[config.mk]
export PLATFORM = sky130hd
export DESIGN_NAME = mvm_accum_obuf
export DESIGN_NICKNAME = d
export VERILOG_FILES = /design/src/rtl/mvm_accum_obuf.sv
export SDC_FILE = /design/constraint.sdc
export NUM_CORES = 1
export LEC_CHECK = 0
export ABC_AREA = 1
export BUFFER_PORTS_ARGS = -buffer_cell sky130_fd_sc_hd__buf_2
export CELL_PAD_IN_SITES_DETAIL_PLACEMENT = 0
export CELL_PAD_IN_SITES_GLOBAL_PLACEMENT = 2
export CORE_MARGIN = 2
export CORE_UTILIZATION = 34
export CTS_BUF_LIST = sky130_fd_sc_hd__clkbuf_8
export CTS_CLUSTER_SIZE = 14
export DETAILED_ROUTE_END_ITERATION = 7
export PLACE_DENSITY_LB_ADDON = 0.3
export SYNTH_ARGS = -nofsm -noshare
export SYNTH_HDL_FRONTEND = slang
export SYNTH_SLANG_ARGS = --single-unit
export TNS_END_PERCENT = 5
[constraint.sdc]
create_clock -name clk -period 2.3 [get_ports clk]
set_input_delay 0.23 -clock clk [delete_from_list [all_inputs] [get_ports clk]]
set_output_delay 0.23 -clock clk [all_outputs]
set_load 0.03 [all_outputs]
[src/rtl/mvm_accum_obuf.sv]
`default_nettype none
// ============================================================================
// Module   : mvm_accum_obuf
// Function : Row accumulator for MVM partial products feeding a FWFT result FIFO.
// Revision : 1.0
// ============================================================================
module mvm_accum_obuf #(
    parameter int IWIDTH     = 16,
    parameter int OWIDTH     = 24,
    parameter int FIFO_DEPTH = 4
) (
    input  logic                          clk,
    input  logic                          rst,
    input  logic                          ivalid,
    input  logic [IWIDTH-1:0]             idata,
    input  logic                          accum_first,
    input  logic                          accum_last,
    output logic [OWIDTH-1:0]             odata,
    output logic                          ovalid,
    input  logic                          oready,
    output logic [$clog2(FIFO_DEPTH):0]   count,
    output logic                          almost_full,
    output logic                          overflow,
    output logic                          seq_err
);

    localparam int c_ptr_w = $clog2(FIFO_DEPTH);
    localparam int c_cnt_w = c_ptr_w + 1;
    localparam logic [c_cnt_w-1:0] c_full_lvl = c_cnt_w'(FIFO_DEPTH);
    localparam logic [c_cnt_w-1:0] c_af_lvl   = c_cnt_w'(FIFO_DEPTH - 1);
    localparam logic [c_cnt_w-1:0] c_cnt_one  = c_cnt_w'(1);

    typedef enum logic [0:0] {
        ST_IDLE = 1'b0,
        ST_ACC  = 1'b1
    } state_t;

    state_t               r_state;
    logic [OWIDTH-1:0]    r_acc;
    logic                 r_seq_err;

    logic [OWIDTH-1:0]    r_mem [FIFO_DEPTH];
    logic [c_ptr_w-1:0]   r_wptr;
    logic [c_ptr_w-1:0]   r_rptr;
    logic [c_cnt_w-1:0]   r_count;
    logic                 r_ovalid;
    logic                 r_almost_full;
    logic                 r_overflow;

    logic [OWIDTH-1:0]    w_sext;
    logic                 w_cont;
    logic [OWIDTH-1:0]    w_sum;
    logic                 w_row_beat;
    logic                 w_row_done;
    logic                 w_seq_viol;
    logic                 w_full;
    logic                 w_pop;
    logic                 w_push_ok;
    logic [c_cnt_w-1:0]   w_count_nxt;

    // A first beat always starts a fresh row, discarding any partial sum.
    assign w_sext     = OWIDTH'($signed(idata));
    assign w_cont     = (r_state == ST_ACC) && !accum_first;
    assign w_sum      = (w_cont ? r_acc : '0) + w_sext;
    assign w_row_beat = ivalid && (accum_first || (r_state == ST_ACC));
    assign w_row_done = w_row_beat && accum_last;
    assign w_seq_viol = ivalid && (accum_first ? (r_state == ST_ACC) : (r_state == ST_IDLE));

    always_ff @(posedge clk) begin
        if (!rst) begin
            r_state   <= ST_IDLE;
            r_acc     <= '0;
            r_seq_err <= 1'b0;
        end else begin
            if (w_seq_viol) begin
                r_seq_err <= 1'b1;
            end
            if (w_row_beat) begin
                r_acc   <= w_sum;
                r_state <= accum_last ? ST_IDLE : ST_ACC;
            end
        end
    end

    // A full FIFO still accepts a push when the head leaves in the same cycle.
    assign w_full    = (r_count == c_full_lvl);
    assign w_pop     = r_ovalid && oready;
    assign w_push_ok = w_row_done && (!w_full || w_pop);

    always_comb begin
        w_count_nxt = r_count;
        case ({w_push_ok, w_pop})
            2'b10:   w_count_nxt = r_count + c_cnt_one;
            2'b01:   w_count_nxt = r_count - c_cnt_one;
            default: w_count_nxt = r_count;
        endcase
    end

    always_ff @(posedge clk) begin
        if (rst && w_push_ok) begin
            r_mem[r_wptr] <= w_sum;
        end
    end

    always_ff @(posedge clk) begin
        if (!rst) begin
            r_wptr        <= '0;
            r_rptr        <= '0;
            r_count       <= '0;
            r_ovalid      <= 1'b0;
            r_almost_full <= 1'b0;
            r_overflow    <= 1'b0;
        end else begin
            if (w_push_ok) begin
                r_wptr <= r_wptr + c_ptr_w'(1);
            end
            if (w_pop) begin
                r_rptr <= r_rptr + c_ptr_w'(1);
            end
            if (w_row_done && w_full && !w_pop) begin
                r_overflow <= 1'b1;
            end
            r_count       <= w_count_nxt;
            r_ovalid      <= (w_count_nxt != '0);
            r_almost_full <= (w_count_nxt >= c_af_lvl);
        end
    end

    assign odata       = r_ovalid ? r_mem[r_rptr] : '0;
    assign ovalid      = r_ovalid;
    assign count       = r_count;
    assign almost_full = r_almost_full;
    assign overflow    = r_overflow;
    assign seq_err     = r_seq_err;

endmodule
`default_nettype wire
==> Word level (Yosys, flattened, before mapping) <==
Memory sizes are Yosys's and may differ from the RTL's. A register that Yosys moved wholly into a read port is not among the register bits.
Cells that the tools add are included.
{ "totals": {"ramBits": 96, "n_memories": 1, "in_bits": 22, "regBits": 36, "word_cells": 44} }
{ "memory_table": {"columns": ["memory", "words", "width", "read_ports", "rd_ports_with_merged_regs", "write_ports", "line", "rtl"], "rows": [
  ["r_mem", 4, 24, 1, 1, 1, "42", "logic [OWIDTH-1:0] r_mem [FIFO_DEPTH];"]
]} }
{ "classes": {"eq_ne": 3, "muxes": 9, "bitwise": 1, "add_sub_neg": 5, "n_reduce_logical": 15, "order_cmp": 1} }
{ "op_table": {"columns": ["cell", "n"], "rows": [
  ["24-bit two-way mux", 2],
  ["24-bit adder", 1],
  ["1-bit logical AND", 9],
  ["3-bit one-hot mux with 2 select lines", 1],
  ["2-bit by 1-bit adder with 2-bit output, second input constant", 2],
  ["1-bit two-way mux", 4],
  ["2-bit two-way mux", 2],
  ["3-bit by 1-bit adder with 3-bit output, second input constant", 1],
  ["3-bit equality test, second input constant", 1],
  ["3-bit by 2-bit greater-or-equal comparator with 1-bit output, second input constant", 1],
  ["1-bit logical NOT", 3],
  ["3-bit nonzero test", 1],
  ["3-bit by 1-bit subtractor with 3-bit output, second input constant", 1],
  ["2-bit by 1-bit equality test with 1-bit output, second input constant", 1],
  ["2-bit equality test, second input constant", 1],
  ["1-bit logical OR", 2],
  ["1-bit NOT", 1]
]} }

==> Longest topological paths before layout <==
Gate-level depths: netlist (run 1).
{ "depth": {"depth_word": 7, "depth_mapped": 18, "mapped_depth_nobuf": 17} }

==> Worst setup path after synthesis (run 1) <==
Ideal clock, no wire load.
{ "synth_path": {"path_type": "flip-flop to flip-flop", "startpoint": "reg r_state", "endpoint": "mem r_mem[0][0], enable pin", "setup_ns": 0.405, "required_ns": 1.895, "t_arrival_ns": 2.049, "path_stages_with_launch": 10, "synth_period_minus_slack_ns": 2.454, "slack_ns": -0.154, "path_cell_list": "dfxtp_1 -> inv_1 -> ha_1 -> inv_1 -> nand2_4 -> nor2_4 -> nand2_2 -> inv_1 -> nand2_1 -> nor2_1"} }
{ "synth_between": {"elab_chain_cells": 7} }
{ "synth_lines": {"columns": ["item", "line", "rtl"], "rows": [
  ["start: declaration", "38", "state_t r_state;"],
  ["start signal: assignment", "80", "r_state <= accum_last ? ST_IDLE : ST_ACC;"],
  ["1-bit logical OR", "65", "assign w_row_beat = ivalid && (accum_first || (r_state == ST_ACC));"],
  ["1-bit logical AND", "65", null],
  ["1-bit logical AND", "66", "assign w_row_done = w_row_beat && accum_last;"],
  ["1-bit logical AND", "88", "assign w_push_ok = w_row_done && (!w_full || w_pop);"],
  ["1-bit logical AND", "100", "if (rst && w_push_ok) begin"],
  ["1-bit two-way mux", "100", null],
  ["1-bit two-way mux (not written as such)", "101", "r_mem[r_wptr] <= w_sum;"],
  ["end: declaration", "42", null]
]} }
No other way between the ends.

==> Final worst setup path (run 1) <==
{ "layout_path": {"startpoint": "reg r_state", "endpoint": "mem r_mem[3][22] (data pin)"} }
{ "layout_between": {"elab_chain_cells": 3} }
{ "layout_lines": {"columns": ["item", "line", "rtl"], "rows": [
  ["1-bit logical AND", "63", "assign w_cont = (r_state == ST_ACC) && !accum_first;"],
  ["24-bit two-way mux", "64", "assign w_sum = (w_cont ? r_acc : '0) + w_sext;"],
  ["24-bit adder", "64", null],
  ["net w_sum[22]", "52", "logic [OWIDTH-1:0] w_sum;"]
]} }
The timed path passes the listed nets, and every way through them passes these cells.

==> results of run 1 <==
[Yosys cell counts (8+ instances only)]
cell	count
sky130_fd_sc_hd__a21oi_1	40
sky130_fd_sc_hd__buf_2	8
sky130_fd_sc_hd__clkbuf_1	14
sky130_fd_sc_hd__dfxtp_1	38
sky130_fd_sc_hd__edfxtp_1	96
sky130_fd_sc_hd__ha_1	29
sky130_fd_sc_hd__inv_1	143
sky130_fd_sc_hd__nand2_1	214
sky130_fd_sc_hd__nand3_1	34
sky130_fd_sc_hd__nor2_1	182
sky130_fd_sc_hd__o21ai_0	61
sky130_fd_sc_hd__xor2_1	11
[state kept, by name, summed over array words and instances (netlist names), named ones only]
| name | flops |
|---|---|
| r_rptr | 2 |
| count | 3 |
| r_mem | 96 |
| ovalid | 1 |
| r_state | 1 |
| r_wptr | 2 |
| seq_err | 1 |
| almost_full | 1 |
| r_acc | 24 |
| overflow | 1 |
[metrics by stage]
stage	TNS (ps)	util (%)
CTS	-497.0	42.93
floorplan	-14810	-
detailed placement	-19050	39.44
finish	-39.72	44.38
global route	-8047	44.38
global placement	-17990	39.44
[per-layer routing]
metal / wire length [um] / up-vias / part of all wire [%]
li1: - / 3111 / -
met1: 9519 / 2683 / 49
met2: 9289 / 78 / 47
met3: 548 / 17 / 2.8
met4: 206 / 0 / 1.1
met5: 0 / - / 0
[critical path, cell delays in order, from the launching register on]
cell,delay (ps)
sky130_fd_sc_hd__dfxtp_2,340
sky130_fd_sc_hd__ha_4,190
sky130_fd_sc_hd__buf_12,160
sky130_fd_sc_hd__buf_4,140
sky130_fd_sc_hd__nand2_1,60
sky130_fd_sc_hd__inv_1,60
sky130_fd_sc_hd__ha_4,270
sky130_fd_sc_hd__buf_4,120
sky130_fd_sc_hd__nand2_1,80
sky130_fd_sc_hd__nor2_2,130
sky130_fd_sc_hd__nand2_1,90
sky130_fd_sc_hd__nor2_1,130
sky130_fd_sc_hd__nand2_2,80
sky130_fd_sc_hd__nand4_1,130
sky130_fd_sc_hd__nand2_2,90
[what timing repair did]
action / 4_1_cts / 5_1_grt
cloned: 1 / 0
pin swaps: 11 / 16
resized for setup: 55 / 68
setup buffers: 0 / 1
setup endpoints to repair: 102 / 111
[power by group]
group          switching [mW]  internal, mW  total, mW
clock                   0.988          1.08       2.07
combinational           0.910         0.438       1.35
sequential             0.0488          2.68       2.73
[worst min path at each step]
stage,endpoint,slack (ps),depth (start not counted),startpoint
after floorplan,flip-flop,440,1,r_rptr[0]$_SDFFE_PN0N_
after global placement,overflow$_SDFFE_PN0P_,450,2,overflow$_SDFFE_PN0P_
after detailed placement,flip-flop,460,1,r_rptr[0]$_SDFFE_PN0N_
after CTS,r_state$_SDFFE_PN0N_,130,4,accum_last
after global routing,r_state$_SDFFE_PN0N_,140,4,accum_last
final,r_state$_SDFFE_PN0N_,160,4,accum_last
[kinds of logic (layout without fill, tap and decap cells)]
logic type,after synthesis,in the layout,synth area share (%)
compound gates,112,112,7.923
xor+xnor,12,12,1.450
fa+ha+maj,31,31,5.558
buf+inv,174,294,9.425
flops,134,134,50.27
simple gates,457,457,25.38
[cell type report]
| cell class | instances | share of cell area (%) |
|---|---|---|
| flip-flops and latches | 134 | 39.19 |
| multi-input cells | 612 | 37.84 |
| repair buffers | 114 | 8.826 |
| inverters | 148 | 6.027 |
| well taps | 275 | 3.700 |
| clock buffers | 17 | 2.516 |
| clock inverters | 15 | 1.897 |
==> summary.txt, run 1 <==
GRT met3 Usage: 2.744%
vias in the first global route: 5,736
fill cell total of the finished layout: 2,145
clock transition time at the flip-flop clock pins of the worst setup and hold paths: 80 ps
dominant cells by area after synthesis: sky130_fd_sc_hd__edfxtp_1 (40%), sky130_fd_sc_hd__nand2_1 (11%), sky130_fd_sc_hd__dfxtp_1 (10%)
total power after layout: 6.146 mW
vias post-DR: 5,889
total of max-cap violations: 0
Total Wirelength: 19,560 um
Routability Congestion: 0.8167
number of ports placed on the die boundary: 53
count of nets after finishing: 1,080
crit path setup slack, layout: -13.89 ps
worst-case clock buffer depth: 2
CP Capture Point: r_mem[3][22]$_DFFE_PP_
Post-Syn Area per Cell: 7.878 um2
Worst Reg2Reg Path Length in Cells: 14
maximum fanout count along the critical path: 11
final cell count without fillers: 1,315
clock root buffer: sky130_fd_sc_hd__clkbuf_8
FF+latch area: 3645 um2
number of nets still failing antenna checks after routing: 0
number of flops mapped to enable cells by yosys: 96
category of the worst setup path launch point: flip-flop
cell area after layout: 9300 um2
post-DP HPWL: 13,320 um
Main synth FF type: sky130_fd_sc_hd__edfxtp_1
placed cell area: 8265 um2
actual slew at the worst max-slew pin: 977.9 ps
Worst EP required: 2480 ps
total number of yosys warnings: 0
insertion delay of the later-clocked pin in the worst-skew pair: 440 ps
number of standard cells after synthesis: 920
multi-input combinational cell area: 3520 um2
gr busiest metal: met2
Pre-antenna DRT Iters: 4
most used cells in the layout excluding fill and tap cells: sky130_fd_sc_hd__nand2_1 (171), sky130_fd_sc_hd__nor2_1 (165), sky130_fd_sc_hd__inv_1 (139)
number of core rows: 53
async set-reset flop share out of synthesis: 0%
largest vdd supply drop: 0.0003264 V
shortest period the worst path allows: 2314 ps
violation count after the first detailed-routing iteration: 301
TritonCTS clock tree: yes
portion of synthesized cell area occupied by the leading cell type: 39.77%
net count after synthesis: 973
global-route usage over all layers: 18.28%
GRT overflow: 0
number of remaining DRC errors: 0
Post-Place Setup Slack: -273.8 ps
setup repair after global routing missed its margin: true
number of antenna violations at the first check in global routing: 1
global-route wire length before repair: 30,890 um
normalized max-slew margin: 34.74%
detail-routed net length per standard cell: 14.88 um
met1 layer usage reported by global route: 24.55%
run status: finished with violations
flop-to-flop setup slack: -10 ps
number of sinks on the clock net: 134
critical path data arrival time: 2500 ps
Setup CP Type: reg2reg
final period utilization: 100.6%
die height: 150.0 um
buffers added on ports: 52
reg2reg start: r_state$_SDFFE_PN0N_
area growth from synthesis to layout: 28.31%
vias per cell: 4.478
violated checks: negative setup slack
Die Outline Area: 22,500 um2
endpoints failing hold: 0
number of flip-flops and latches in the synthesized netlist: 134
horizontal extent of the die: 150.0 um
Critical Path Sink Type: flip-flop
sequential fraction of the synthesis area: 50.27%
most frequent standard cell in the layout excluding fill and tap cells: sky130_fd_sc_hd__nand2_1
initial standard-cell utilization of the core: 34.59%
number of clock buffers inserted by TritonCTS: 17
Tightest Hold Check Type: in2reg
core area: 20,960 um2
count of cell types in the netlist: 33
final number of max-transition violations: 0
Diodes inserted: 0
reg-to-reg critical path endpoint: r_mem[3][22]$_DFFE_PP_
max frequency: 432.2 MHz
static leakage: 4.312 nW
largest net degree at the start of global routing: 50
launching instance or port of the critical path: r_state$_SDFFE_PN0N_
clk_skew: 16.33 ps
power density of the placed cells: 660.8 nW/um2
H-Tree Depth: 4
post-synth design cell area: 7248 um2
number of setup violations in the final report: 4
Placed Instances: 1,281
share of final-layout standard cells stronger than drive strength 1: 26.35%
Synth area leader: sky130_fd_sc_hd__edfxtp_1
quantity of hold-fixing buffers added after cts: 0
Post-Route Hold Slack: 155.1 ps
met2 demand-to-capacity share in global routing: 30.87%
(Power assumes the default switching activity.)
==> inputs of run 2 (changes only) <==
--- a/config.mk
+++ b/config.mk
@@ -15,6 +15,7 @@
 export CTS_CLUSTER_SIZE = 14
 export DETAILED_ROUTE_END_ITERATION = 7
 export PLACE_DENSITY_LB_ADDON = 0.3
+export RECOVER_POWER = 50
 export SYNTH_ARGS = -nofsm -noshare
 export SYNTH_HDL_FRONTEND = slang
 export SYNTH_SLANG_ARGS = --single-unit
==> summary.txt, run 2 (synthesis results as in run 1) <==
number of core rows: 53 (unchanged)
crit path setup slack, layout: -9.035 ps (was -13.89 ps)
Post-Place Setup Slack: -273.8 ps (unchanged)
number of setup violations in the final report: 3 (was 4)
clk_skew: 17.52 ps (was 16.33 ps)
worst-case clock buffer depth: 2 (unchanged)
vias post-DR: 5,819 (was 5,889)
buffers added on ports: 52 (unchanged)
total power after layout: 6.127 mW (was 6.146 mW)
die height: 150.0 um (unchanged)
GRT overflow: 0 (unchanged)
TritonCTS clock tree: yes (unchanged)
reg-to-reg critical path endpoint: r_mem[3][22]$_DFFE_PP_ (unchanged)
shortest period the worst path allows: 2309 ps (was 2314 ps)
global-route usage over all layers: 18.28% (unchanged)
most used cells in the layout excluding fill and tap cells: sky130_fd_sc_hd__nand2_1 (174), sky130_fd_sc_hd__nor2_1 (166), sky130_fd_sc_hd__inv_1 (139) (was sky130_fd_sc_hd__nand2_1 (171), sky130_fd_sc_hd__nor2_1 (165), sky130_fd_sc_hd__inv_1 (139))
post-DP HPWL: 13,320 um (unchanged)
Reg power frac: 44.6% (was 44.5%)
category of the worst setup path launch point: flip-flop (unchanged)
core area: 20,960 um2 (unchanged)
met1 layer usage reported by global route: 24.55% (unchanged)
insertion delay of the later-clocked pin in the worst-skew pair: 440 ps (about the same)
Total Wirelength: 19,520 um (was 19,560 um)
number of sinks on the clock net: 134 (unchanged)
Worst EP required: 2480 ps (about the same)
switching share of total power: 31.61% (was 31.67%)
power density of the placed cells: 662.9 nW/um2 (was 660.8 nW/um2)
vias per cell: 4.425 (was 4.478)
Worst Reg2Reg Path Length in Cells: 14 (unchanged)
share of final-layout standard cells stronger than drive strength 1: 25.29% (was 26.35%)
detail-routed net length per standard cell: 14.84 um (was 14.88 um)
reg2reg start: r_state$_SDFFE_PN0N_ (unchanged)
static leakage: 4.274 nW (was 4.312 nW)
final number of max-transition violations: 0 (unchanged)
met2 demand-to-capacity share in global routing: 30.87% (unchanged)
violation count after the first detailed-routing iteration: 303 (was 301)
initial standard-cell utilization of the core: 34.59% (unchanged)
normalized max-slew margin: 34.58% (was 34.74%)
gr busiest metal: met2 (unchanged)
critical path data arrival time: 2490 ps (was 2500 ps)
clock share of power: 33.6% (about the same)
area growth from synthesis to layout: 27.53% (was 28.31%)
setup repair after global routing missed its margin: true (unchanged)
Post-Route Hold Slack: 145.0 ps (was 155.1 ps)
largest register by flop count: r_mem (unchanged)
capture endpoint of the worst hold path: r_state$_SDFFE_PN0N_ (unchanged)
number of clock buffers inserted by TritonCTS: 17 (unchanged)
start point of the worst min-delay path: accum_last (unchanged)
largest net degree at the start of global routing: 50 (unchanged)
vias in the first global route: 5,736 (unchanged)
clock root buffer: sky130_fd_sc_hd__clkbuf_8 (unchanged)
run status: finished with violations (unchanged)
Diodes inserted: 0 (unchanged)
Pre-antenna DRT Iters: 5 (was 4)
largest vdd supply drop: 0.0003234 V (was 0.0003264 V)
global-route wire length before repair: 30,890 um (unchanged)
clock transition time at the flip-flop clock pins of the worst setup and hold paths: 80 ps (about the same)
GRT met3 Usage: 2.744% (unchanged)
number of ports placed on the die boundary: 53 (unchanged)
horizontal extent of the die: 150.0 um (unchanged)
max frequency: 433.1 MHz (was 432.2 MHz)
flip-flop count of the largest register, all copies and words added: 96 (unchanged)
Setup CP Type: reg2reg (unchanged)
count of nets after finishing: 1,080 (unchanged)
flop-to-flop setup slack: -9 ps (was -10 ps)
cell depth of the worst min-delay path: 4 (unchanged)
switching power of the nets: 1.937 mW (was 1.946 mW)
Tightest Hold Check Type: in2reg (unchanged)
number of nets still failing antenna checks after routing: 0 (unchanged)
total of max-cap violations: 0 (unchanged)
H-Tree Depth: 4 (unchanged)
number of remaining DRC errors: 0 (unchanged)
number of antenna violations at the first check in global routing: 1 (unchanged)
Internal Pwr Total: 4.190 mW (was 4.200 mW)
maximum fanout count along the critical path: 11 (unchanged)
endpoints failing hold: 0 (unchanged)
fill cell total of the finished layout: 2,158 (was 2,145)
Die Outline Area: 22,500 um2 (unchanged)
violated checks: negative setup slack (unchanged)
actual slew at the worst max-slew pin: 980.3 ps (was 977.9 ps)
Routability Congestion: 0.8167 (unchanged)
combinational fraction of design power: 21.8% (was 21.9%)
most frequent standard cell in the layout excluding fill and tap cells: sky130_fd_sc_hd__nand2_1 (unchanged)
Critical Path Sink Type: flip-flop (unchanged)
final period utilization: 100.4% (was 100.6%)
run 2: power groups by stage:
stage,combinational [mW],sequential [mW],clock (mW)
after floorplan,0.784,2.81,0
after global placement,1.26,2.79,0
after detailed placement,1.26,2.79,0
after CTS,1.32,2.73,2.12
after global routing,1.48,2.74,2.21
final,1.33,2.73,2.06
run 2: final cells by class:
class | instances | area (um2) | share of cell area [%]
multi-input combinational | 612 | 3510 | 37.97
timing repair buffer | 114 | 774.5 | 8.378
clock buffer | 17 | 234.0 | 2.531
clock inverter | 15 | 176.4 | 1.908
sequential | 134 | 3645 | 39.43
inverter | 148 | 560.5 | 6.064
tap | 275 | 344.1 | 3.722
run 2: metrics by stage:
| stage | utilization [%] | setup TNS [ps] | std cells | instance area (um2) |
|---|---|---|---|---|
| 6_report | 44.11 | -24.32 | 1315 | 9244 |
| 2_1_floorplan | - | -14810 | 920 | 7248 |
| 4_1_cts | 42.93 | -497.0 | 1314 | 8996 |
| 3_5_place_dp | 39.44 | -19050 | 1281 | 8265 |
| 5_1_grt | 44.11 | -8047 | 1315 | 9244 |
| 3_3_place_gp | 39.44 | -17990 | 1281 | 8265 |
run 2: metal layers:
layer / vias up / part of all wire [%]
met5: - / 0
met4: 0 / 0.52
met3: 4 / 4.3
met2: 66 / 49
met1: 2637 / 46
li1: 3112 / -
run 2: repair_timing:
action / CTS / global route
endpoints found under the setup margin: 102 / 111
hold buffers: 0 / 0
pin swaps: 11 / 16
setup buffers: 0 / 1
gates cloned: 1 / 0
resized for setup: 55 / 68
run 2: worst max path at each step:
stage	startpoint	endpoint	cells after the start
after detailed placement	accum_first	r_mem[0][19]$_DFFE_PP_	14
after floorplan	r_state$_SDFFE_PN0N_	r_mem[0][0]$_DFFE_PP_	9
final	r_state$_SDFFE_PN0N_	r_mem[3][22]$_DFFE_PP_	14
after global placement	accum_first	r_mem[1][21]$_DFFE_PP_	15
after CTS	r_state$_SDFFE_PN0N_	r_mem[2][18]$_DFFE_PP_	12
after global routing	r_state$_SDFFE_PN0N_	r_mem[1][22]$_DFFE_PP_	14
run 2: worst max-delay path, cell delays in order, from the launching register on:
cell and delay, ps:
sky130_fd_sc_hd__dfxtp_2 340, sky130_fd_sc_hd__ha_4 190, sky130_fd_sc_hd__buf_12 160, sky130_fd_sc_hd__buf_4 140
sky130_fd_sc_hd__nand2_1 60, sky130_fd_sc_hd__inv_1 60, sky130_fd_sc_hd__ha_4 270, sky130_fd_sc_hd__buf_4 120
sky130_fd_sc_hd__nand2_1 80, sky130_fd_sc_hd__nor2_2 130, sky130_fd_sc_hd__nand2_1 90, sky130_fd_sc_hd__nor2_1 130
sky130_fd_sc_hd__nand2_2 80, sky130_fd_sc_hd__nand4_1 130, sky130_fd_sc_hd__nand2_2 90
